**src/rtl/dino_pkg.sv**
```systemverilog
// Shared definitions for the Dino frame scheduler: raster defaults, FSM states, pixel packing.
package dino_pkg;

  localparam int unsigned H_RES_DEFAULT = 800;
  localparam int unsigned V_RES_DEFAULT = 600;
  localparam int unsigned COORD_W       = 11;

  typedef enum logic [2:0] {
    StIdle,
    StSnap,
    StScan,
    StDrain,
    StDone
  } sched_state_e;

  // RGB888 -> 1555 with the alpha/valid bit forced on.
  function automatic logic [15:0] pack_rgb1555(input logic [7:0] r, input logic [7:0] g,
                                               input logic [7:0] b);
    return {1'b1, r[7:3], g[7:3], b[7:3]};
  endfunction

endpackage

```
**src/rtl/dino_wr_fifo.sv**
```systemverilog
// First-word-fall-through FIFO; the head entry is read straight from the storage registers.
module dino_wr_fifo #(
  parameter int unsigned Depth = 4,
  parameter int unsigned Width = 35
) (
  input  logic                       clock,
  input  logic                       reset,
  input  logic                       push,
  input  logic [Width-1:0]           push_data,
  input  logic                       pop,
  output logic [Width-1:0]           pop_data,
  output logic [$clog2(Depth+1)-1:0] count,
  output logic                       empty,
  output logic                       full
);

  localparam int unsigned PtrW = (Depth > 1) ? $clog2(Depth) : 1;
  localparam int unsigned CntW = $clog2(Depth + 1);

  logic [Width-1:0] mem_q [Depth];
  logic [PtrW-1:0]  wr_ptr_q, rd_ptr_q;
  logic [CntW-1:0]  count_q;
  logic             do_push, do_pop;

  function automatic logic [PtrW-1:0] next_ptr(input logic [PtrW-1:0] p);
    return (p == PtrW'(Depth - 1)) ? '0 : p + 1'b1;
  endfunction

  assign empty    = (count_q == '0);
  assign full     = (count_q == CntW'(Depth));
  assign do_pop   = pop && !empty;
  // A pop frees the head slot in the same cycle, so a full FIFO may still accept.
  assign do_push  = push && (!full || do_pop);
  assign pop_data = mem_q[rd_ptr_q];
  assign count    = count_q;

  always_ff @(posedge clock) begin
    if (reset) begin
      wr_ptr_q <= '0;
      rd_ptr_q <= '0;
      count_q  <= '0;
      for (int i = 0; i < int'(Depth); i++) begin
        mem_q[i] <= '0;
      end
    end else begin
      if (do_push) begin
        mem_q[wr_ptr_q] <= push_data;
        wr_ptr_q        <= next_ptr(wr_ptr_q);
      end
      if (do_pop) begin
        rd_ptr_q <= next_ptr(rd_ptr_q);
      end
      case ({do_push, do_pop})
        2'b10:   count_q <= count_q + 1'b1;
        2'b01:   count_q <= count_q - 1'b1;
        default: count_q <= count_q;
      endcase
    end
  end

endmodule

```
**src/rtl/dino_frame_scheduler.sv**
```systemverilog
// Per-tick frame walker: snapshots game state, scans the raster through the renderer and
// streams changed pixels to the framebuffer writer.
module dino_frame_scheduler
  import dino_pkg::*;
#(
  parameter int unsigned H_RES       = H_RES_DEFAULT,
  parameter int unsigned V_RES       = V_RES_DEFAULT,
  parameter int unsigned ROM_LATENCY = 1,
  parameter int unsigned FIFO_DEPTH  = 4,
  parameter int unsigned ADDR_W      = 19
) (
  input  logic              clock,
  input  logic              reset,
  input  logic              frame_start,
  output logic              snapshot_en,
  output logic [10:0]       scan_x,
  output logic [10:0]       scan_y,
  output logic              scan_issue,
  input  logic              render_update,
  input  logic [7:0]        render_r,
  input  logic [7:0]        render_g,
  input  logic [7:0]        render_b,
  output logic              wr_valid,
  input  logic              wr_ready,
  output logic [ADDR_W-1:0] wr_addr,
  output logic [15:0]       wr_data,
  output logic              busy,
  output logic              frame_done,
  output logic [7:0]        skip_count
);

  localparam int unsigned DataW = ADDR_W + 16;
  localparam int unsigned CntW  = $clog2(FIFO_DEPTH + 1);

  sched_state_e            state_q, state_d;
  logic [COORD_W-1:0]      scan_x_q, scan_x_d, scan_y_q, scan_y_d;
  logic [7:0]              skip_q;
  logic                    issue;
  logic [ADDR_W-1:0]       issue_addr;
  logic [ROM_LATENCY-1:0]  pipe_vld_q, pipe_upd_q;
  logic [ADDR_W-1:0]       pipe_addr_q [ROM_LATENCY];
  int unsigned             inflight;
  logic                    credit_ok, drain_done;
  logic                    push, pop, fifo_empty, fifo_full;
  logic [CntW-1:0]         fifo_count;
  logic [DataW-1:0]        fifo_out;

  assign issue_addr = ADDR_W'(32'(scan_y_q) * H_RES + 32'(scan_x_q));

  always_comb begin
    inflight = 0;
    for (int i = 0; i < int'(ROM_LATENCY); i++) begin
      inflight += 32'(pipe_vld_q[i]);
    end
  end

  // Every in-flight coordinate holds a reserved FIFO slot, so pushes can never overflow.
  assign credit_ok  = (32'(fifo_count) + inflight) < FIFO_DEPTH;
  assign push       = pipe_vld_q[ROM_LATENCY-1] & pipe_upd_q[ROM_LATENCY-1];
  assign pop        = ~fifo_empty & wr_ready;
  // Look one cycle ahead so DONE follows the last acceptance immediately.
  assign drain_done = (32'(fifo_count) + 32'(push) - 32'(pop) == 32'd0) &&
                      (inflight - 32'(pipe_vld_q[ROM_LATENCY-1]) == 32'd0);

  always_comb begin
    state_d  = state_q;
    scan_x_d = scan_x_q;
    scan_y_d = scan_y_q;
    issue    = 1'b0;
    case (state_q)
      StIdle: begin
        if (frame_start) state_d = StSnap;
      end
      StSnap: begin
        scan_x_d = '0;
        scan_y_d = '0;
        state_d  = StScan;
      end
      StScan: begin
        if (credit_ok) begin
          issue = 1'b1;
          if (scan_x_q == COORD_W'(H_RES - 1)) begin
            if (scan_y_q == COORD_W'(V_RES - 1)) begin
              state_d = StDrain;
            end else begin
              scan_x_d = '0;
              scan_y_d = scan_y_q + 1'b1;
            end
          end else begin
            scan_x_d = scan_x_q + 1'b1;
          end
        end
      end
      StDrain: begin
        if (drain_done) state_d = StDone;
      end
      StDone: begin
        state_d = StIdle;
      end
      default: state_d = StIdle;
    endcase
  end

  always_ff @(posedge clock) begin
    if (reset) begin
      state_q    <= StIdle;
      scan_x_q   <= '0;
      scan_y_q   <= '0;
      skip_q     <= '0;
      pipe_vld_q <= '0;
      pipe_upd_q <= '0;
      for (int i = 0; i < int'(ROM_LATENCY); i++) begin
        pipe_addr_q[i] <= '0;
      end
    end else begin
      state_q  <= state_d;
      scan_x_q <= scan_x_d;
      scan_y_q <= scan_y_d;
      if (frame_start && (state_q != StIdle) && (skip_q != 8'hFF)) begin
        skip_q <= skip_q + 1'b1;
      end
      // Fixed-length delay line matching the renderer ROM latency; never stalls.
      pipe_vld_q[0]  <= issue;
      pipe_upd_q[0]  <= issue & render_update;
      pipe_addr_q[0] <= issue_addr;
      for (int i = 1; i < int'(ROM_LATENCY); i++) begin
        pipe_vld_q[i]  <= pipe_vld_q[i-1];
        pipe_upd_q[i]  <= pipe_upd_q[i-1];
        pipe_addr_q[i] <= pipe_addr_q[i-1];
      end
    end
  end

  dino_wr_fifo #(
    .Depth (FIFO_DEPTH),
    .Width (DataW)
  ) u_fifo (
    .clock     (clock),
    .reset     (reset),
    .push      (push),
    .push_data ({pipe_addr_q[ROM_LATENCY-1], pack_rgb1555(render_r, render_g, render_b)}),
    .pop       (pop),
    .pop_data  (fifo_out),
    .count     (fifo_count),
    .empty     (fifo_empty),
    .full      (fifo_full)
  );

  assert property (@(posedge clock) disable iff (reset) !(push && fifo_full && !pop));

  assign snapshot_en = (state_q == StSnap);
  assign scan_x      = scan_x_q;
  assign scan_y      = scan_y_q;
  assign scan_issue  = issue;
  assign wr_valid    = ~fifo_empty;
  assign wr_addr     = fifo_out[DataW-1:16];
  assign wr_data     = fifo_out[15:0];
  assign busy        = (state_q != StIdle);
  assign frame_done  = (state_q == StDone);
  assign skip_count  = skip_q;

endmodule

```
**config.mk**
```make
export PLATFORM = sky130hd
export DESIGN_NAME = dino_frame_scheduler
export DESIGN_NICKNAME = d
export VERILOG_FILES = /design/src/rtl/dino_pkg.sv /design/src/rtl/dino_wr_fifo.sv /design/src/rtl/dino_frame_scheduler.sv
export SDC_FILE = /design/constraint.sdc
export NUM_CORES = 1
export LEC_CHECK = 0
export BUFFER_PORTS_ARGS = -buffer_cell sky130_fd_sc_hd__buf_2
export CAP_MARGIN = 40
export CORE_MARGIN = 10
export CORE_UTILIZATION = 60
export DETAILED_ROUTE_END_ITERATION = 8
export GPL_TIMING_DRIVEN = 0
export PLACE_DENSITY = 0.81
export SETUP_SLACK_MARGIN = 0.3
export SLEW_MARGIN = 20
export SYNTH_ARGS = -nofsm -noshare
export SYNTH_HDL_FRONTEND = slang
export SYNTH_SLANG_ARGS = --single-unit
```
**constraint.sdc**
```tcl
create_clock -name clock -period 9.8 [get_ports clock]
set_input_delay 0.49 -clock clock [delete_from_list [all_inputs] [get_ports clock]]
set_output_delay 0.49 -clock clock [all_outputs]
set_load 0.02 [all_outputs]
```
# [Word level (Yosys, flattened, before mapping)]
# Memory sizes are Yosys's and may differ from the RTL's. A register that Yosys moved wholly into a read port is not among the register bits.
# Cells that the tools add are included.
[word_totals] output_inout_bits=70 in_bits=29 mem_bits_rw=159 ff_bits=42 memories=2
[classes] bitwise_logic=4 magnitude_cmp=1 add_sub_neg=12 n_eq_ne=19 mul=1 reduce_logical=20 mux=32
[mem_list] memory="u_fifo.mem_q" words=4 width=35 rd=1 rd_ports_with_merged_regs=1 write_ports=4 line="dino_wr_fifo.sv:20" source="logic [Width-1:0] mem_q [Depth];"
[mem_list] memory="pipe_addr_q" words=1 width=19 rd=1 rd_ports_with_merged_regs=0 write_ports=1 line="dino_frame_scheduler.sv:41" source="logic [ADDR_W-1:0] pipe_addr_q [ROM_LATENCY];"
[op_table] cell="$mux W11" count=6
[op_table] cell="$logic_not A32 Y1" count=2
[op_table] cell="$pmux W11 S2" count=2
[op_table] cell="$mux W35" count=1
[op_table] cell="$reduce_or A35 Y1" count=1
[op_table] cell="$add A11 B1 Y11 const B" count=2
[op_table] cell="$eq A11 B10 Y1 const B" count=2
[op_table] cell="$add A19 B11 Y19" count=1
[op_table] cell="$mux W19" count=1
[op_table] cell="$reduce_or A19 Y1" count=1
[op_table] cell="$mux W3" count=5
[op_table] cell="$mul A11 B5 Y14 const B" count=1
[op_table] cell="$ne A2 B2 Y1 const B" count=6
[op_table] cell="$pmux W3 S4" count=1
[op_table] cell="$mux W1" count=10
[op_table] cell="$mux W2" count=5
[op_table] cell="$add A3 B1 Y4" count=2
[op_table] cell="$add A8 B1 Y8 const B" count=1
[op_table] cell="$ne A8 B8 Y1 const B" count=1
[op_table] cell="$eq A2 B2 Y1 const B" count=3
[op_table] cell="$eq A3 B2 Y1 const B" count=2
[op_table] cell="$eq A3 B3 Y1 const B" count=2
[op_table] cell="$logic_not A3 Y1" count=2
[op_table] cell="$pmux W3 S2" count=1
[op_table] cell="other kinds (19)" count=28

# [Depth between registers and ports, before layout]
[logic_depth] depth_word=11 depth_mapped=16 ltp_nobuf=15

# [Modules after synthesis]
# Synthesis repeated with hierarchy kept, for this count alone.
[unflattened] hier_cells=864 area_unflattened_um2=10478.8
[modules_own_cells] module="dino_wr_fifo" area_per_inst_um2=6583.8 cells_each=396 n_inst=1 seq_area_each_um2=4384.2
[modules_own_cells] module="dino_frame_scheduler" area_per_inst_um2=3895.0 cells_each=468 n_inst=1 seq_area_each_um2=1081.0

# [Least setup slack after synthesis]
# Ideal clock, no wire load.
[synth_timing] kind="flip-flop to flip-flop" start="register scan_y_q[5] (netlist: scan_y[5])" end="memory pipe_addr_q[0][18]" path_buffers=0 arrival_ns=3.805 required_ns=9.741 slack_ns=5.936 stages_incl_launch_ff=16 setup_ns=0.059 cell_sequence="dfxtp_1 -> inv_1 -> ha_1 -> inv_1 -> ha_1 -> inv_1 -> fa_1 -> inv_1 -> ha_1 -> or3b_1 -> o221ai_1 -> or3b_2 -> nand4_2 -> or4b_1 -> or4_1 -> nand2_1"
[synth_via] elab_chain_len=3
[synth_lines] item="start, declared" line="dino_frame_scheduler.sv:36" source="logic [COORD_W-1:0] scan_x_q, scan_x_d, scan_y_q, scan_y_d;"
[synth_lines] item="start signal, assigned" line="dino_frame_scheduler.sv:118" source="scan_y_q <= scan_y_d;"
[synth_lines] item="$mul A11 B5 Y14" line="dino_frame_scheduler.sv:48" source="assign issue_addr = ADDR_W'(32'(scan_y_q) * H_RES + 32'(scan_x_q));"
[synth_lines] item="$add A19 B11 Y19" line="dino_frame_scheduler.sv:48"
[synth_lines] item="$mux W19 (no source line)"
[synth_lines] item="end, declared" line="dino_frame_scheduler.sv:41"
# Every way passes these cells.

# [Worst setup path after layout]
# Same ends and word-level chain as after synthesis.

==> out/results.tsv <==
stage	metric	value	unit
outcome	status	complete, no violations	
finish	drive_gt1_share	19.9	%
power_and_ir_drop	pwr-share-clk	35.7	%
routing	route.detailed.drc	0	
finish	finalNetCount	1025	
timing	timing.slew.headroom	51.8	%
setup_path	required	10.24	ns
timing	setup_viol	0	
clock_tree	postCtsHoldBufs	0	
timing	worstMarginPinSlew	0.723	ns
setup_path	path_cells	inv_1, ha_1, inv_1, ha_1, inv_1, fa_1, inv_1, ha_1, or3b_1, o221ai_1, or3b_2, nand4_2, or4b_1, or4_1, nand2_1	
routing	via_count	6523	
clock_tree	root_buffer	clkbuf_16	
floorplanning	initial_core_util	60.9	%
logic_synthesis	synth_top_area_share	41.8	%
power_and_ir_drop	ir_drop	133	uV
logic_synthesis	synth-seq-cells	203	
clock_tree	insertion_delay	0.51	ns
floorplanning	core	16500	um^2
clock_tree	cts_setup_buffers	0	
placement	dp.cells	1131	
logic_synthesis	synth_area_leaders	edfxtp_1 42%, dfxtp_1 13%, and2_1 8.6%, mux4_2 7.8%, ha_1 6.5%	
setup_path	path_class	register to register	
timing	maxSlewViolCount	0	
routing	drt_pre_antenna_iters	5	
logic_synthesis	synthCells	812	
worst_hold_path	hold_path_class	primary input to register	
timing	setup-tns-final	0	ns
power_and_ir_drop	comb_power_share	19.7	%
global_routing	grt_start_max_net_pins	22	
logic_synthesis	synth_ff_type	edfxtp_1	
timing	whs	0.178	ns
placement	routabilityCongestion	0.829	
global_routing	grt_use_total	19.5	%
power_and_ir_drop	power_frac_seq	44.6	%
timing	fin_crit_sh	40.9	%
global_routing	antenna_found_initial	0	
setup_path	cpMostUsedCell	inv_1	
routing	drt_iter0_markers	407	
power_and_ir_drop	p_sw	0.613	mW
setup_path	cp_slowest_stage_delay	0.55	ns
clock_tree	cts_resized	0	
logic_synthesis	yosysTopAreaCell	edfxtp_1	
global_routing	grt_pass1_vias	6944	
setup_path	path_max_fanout	6	
logic_synthesis	ys_seq_area_share	54.3	%
finish	fin_util	70.3	%
logic_synthesis	synthesis.nets	902	
setup_path	crit_family	simple AND/OR/NAND/NOR gates	
logic_synthesis	yosys.area_share.simple	17.5	%
setup_path	crit_arrival	4.45	ns
power_and_ir_drop	swShare	28.0	%
power_and_ir_drop	p_int	1.58	mW
logic_synthesis	synth_compound_area_share	4.22	%
floorplanning	die_x	149	um
setup_path	cp-start-kind	register	
flow_run	maxCapViolCount	0	
finish	syn2layout_area_growth	15.6	%
routing	antenna_left	0	
clock_tree	cts.sinks	203	
logic_synthesis	synth_edf_count	140	
timing	rsz0062_at_grt	false	
logic_synthesis	syn-cell-area	10100	um^2
logic_synthesis	synth_xor_area_share	3.98	%
logic_synthesis	yosys_warnings	0	
finish	diodes	0	
power_and_ir_drop	cellPowerDensity	188	nW/um^2
clock_tree	cts_buffer_depth	3	
routing	routedWlPerCell	18.4	um
timing	period_needed	4.01	ns
logic_synthesis	synth_top_family_by_area	simple AND/OR/NAND/NOR gates	
logic_synthesis	yosysMostFrequentCell	edfxtp_1	
logic_synthesis	synthAdderAreaFrac	8.26	%
global_routing	grt_pass1_wl	35.0	mm
clock_tree	htree_levels	1	
floorplanning	placementRows	47	
clock_tree	cts_buffers	22	
global_routing	grt-ovfl-total	0	
routing	wl	21.5	mm
setup_path	crit_path_top_delay_cell	or4b_1	
timing	hold_viol_final	0	
power_and_ir_drop	leakage	4.75	nW
placement	post-dp-hpwl	14.9	mm
finish	stdcell_count	1171	
routing	vias_per_cell	5.57	
setup_path	critPathCaptureType	register	
logic_synthesis	synth_commonest_cells	140 x edfxtp_1, 139 x and2_1, 63 x dfxtp_1	
floorplanning	dieArea	22300	um^2
timing	fmax	249	MHz
logic_synthesis	postSynthAreaPerCell	12.4	um^2
timing	clock_skew	0.0156	ns
clock_tree	cts_tree	built	
placement	portBuffers	89	
floorplanning	ios	99	
logic_synthesis	ys_types	60	
setup_path	worst-path-buf-inv	4	
clock_tree	clk_pin_slew_worst_paths	0.06	ns
logic_synthesis	async_reset_ff_share	0	%
floorplanning	die_h	149	um
logic_synthesis	synth_mux_area_share	8.14	%
## metrics by stage
step	setup slack [ns]	total power [mW]	instance area [um^2]
after global routing	5.55	2.27	11600
after CTS	5.80	2.20	11600
after detailed placement	5.83	1.43	10900
after floorplan	5.94	1.29	10100
final	5.79	2.19	11600
after global placement	5.86	1.40	10800
## cell families (layout without fill, tap and decap cells)
family | Yosys count | after routing
AO/OA/AOI/OAI | 68 | 68
XOR/XNOR | 44 | 44
adder cells (fa/ha/maj) | 61 | 61
buffers and inverters | 89 | 228
flip-flops | 203 | 203
multiplexers | 38 | 38
AND/OR/NAND/NOR | 309 | 309
## sequential cells by signal (all words and copies together), names as in the netlist, named ones only
name and count:
scan_y 11, u_fifo.count 3, u_fifo.wr_ptr_q 2, skip_count 8, u_fifo.mem_q 140, pipe_upd_q 1
scan_x 11, pipe_addr_q 19, state_q 3, u_fifo.rd_ptr_q 2, pipe_vld_q 1
## worst reg2reg max path, delay by kind of cell (launching register included)
family | cells | cell delay, ns
simple gates | 6 | 1.78
fa+ha+maj | 4 | 1.42
flops | 1 | 0.44
buf+inv | 4 | 0.24
compound gates | 1 | 0.07
## power groups by stage
| stage | registers (mW) | logic [mW] | clock network (mW) |
|---|---|---|---|
| 2_1_floorplan | 0.989 | 0.303 | 0 |
| 3_3_place_gp | 0.993 | 0.408 | 0 |
| 3_5_place_dp | 0.994 | 0.432 | 0 |
| 4_1_cts | 0.977 | 0.437 | 0.786 |
| 5_1_grt | 0.982 | 0.471 | 0.819 |
| 6_report | 0.977 | 0.431 | 0.781 |
## cell type report
cell class / count / area (um^2)
Tap cell: 220 / 275
Sequential cell: 203 / 5470
Multi-Input combinational cell: 520 / 4230
Fill cell: 1130 / 4900
Clock buffer: 25 / 562
Timing Repair Buffer: 99 / 604
Buffer: 37 / 168
Inverter: 52 / 195
Clock inverter: 15 / 120
## metal layers
layer | part of all wire, % | up-vias | track usage, %
li1 | - | 3117 | -
met1 | 40 | 3174 | 23.0
met2 | 52 | 204 | 35.5
met3 | 6.5 | 28 | 3.77
met4 | 1.9 | 0 | 5.05
met5 | 0 | - | 0
## final timing paths
check,slack (ns),endpoint,startpoint,cells past startpoint
max,5.79,pipe_addr_q[0][18],scan_y[5],15
min,0.18,pipe_upd_q,render_update,2
max reg2reg,5.79,pipe_addr_q[0][18],scan_y[5],15
min reg2reg,0.51,skip_count[7],skip_count[7],2
## placed cells by master, fill, tap and decap left out, types with 28 or more instances in the layout
| cell type | count |
|---|---|
| and2_1 | 139 |
| buf_2 | 94 |
| clkbuf_1 | 28 |
| dfxtp_1 | 63 |
| edfxtp_1 | 140 |
| ha_1 | 52 |
| inv_1 | 51 |
| mux4_2 | 35 |
| nand2_1 | 32 |
| nor2_1 | 50 |
Power figures use the tool's default switching activity.
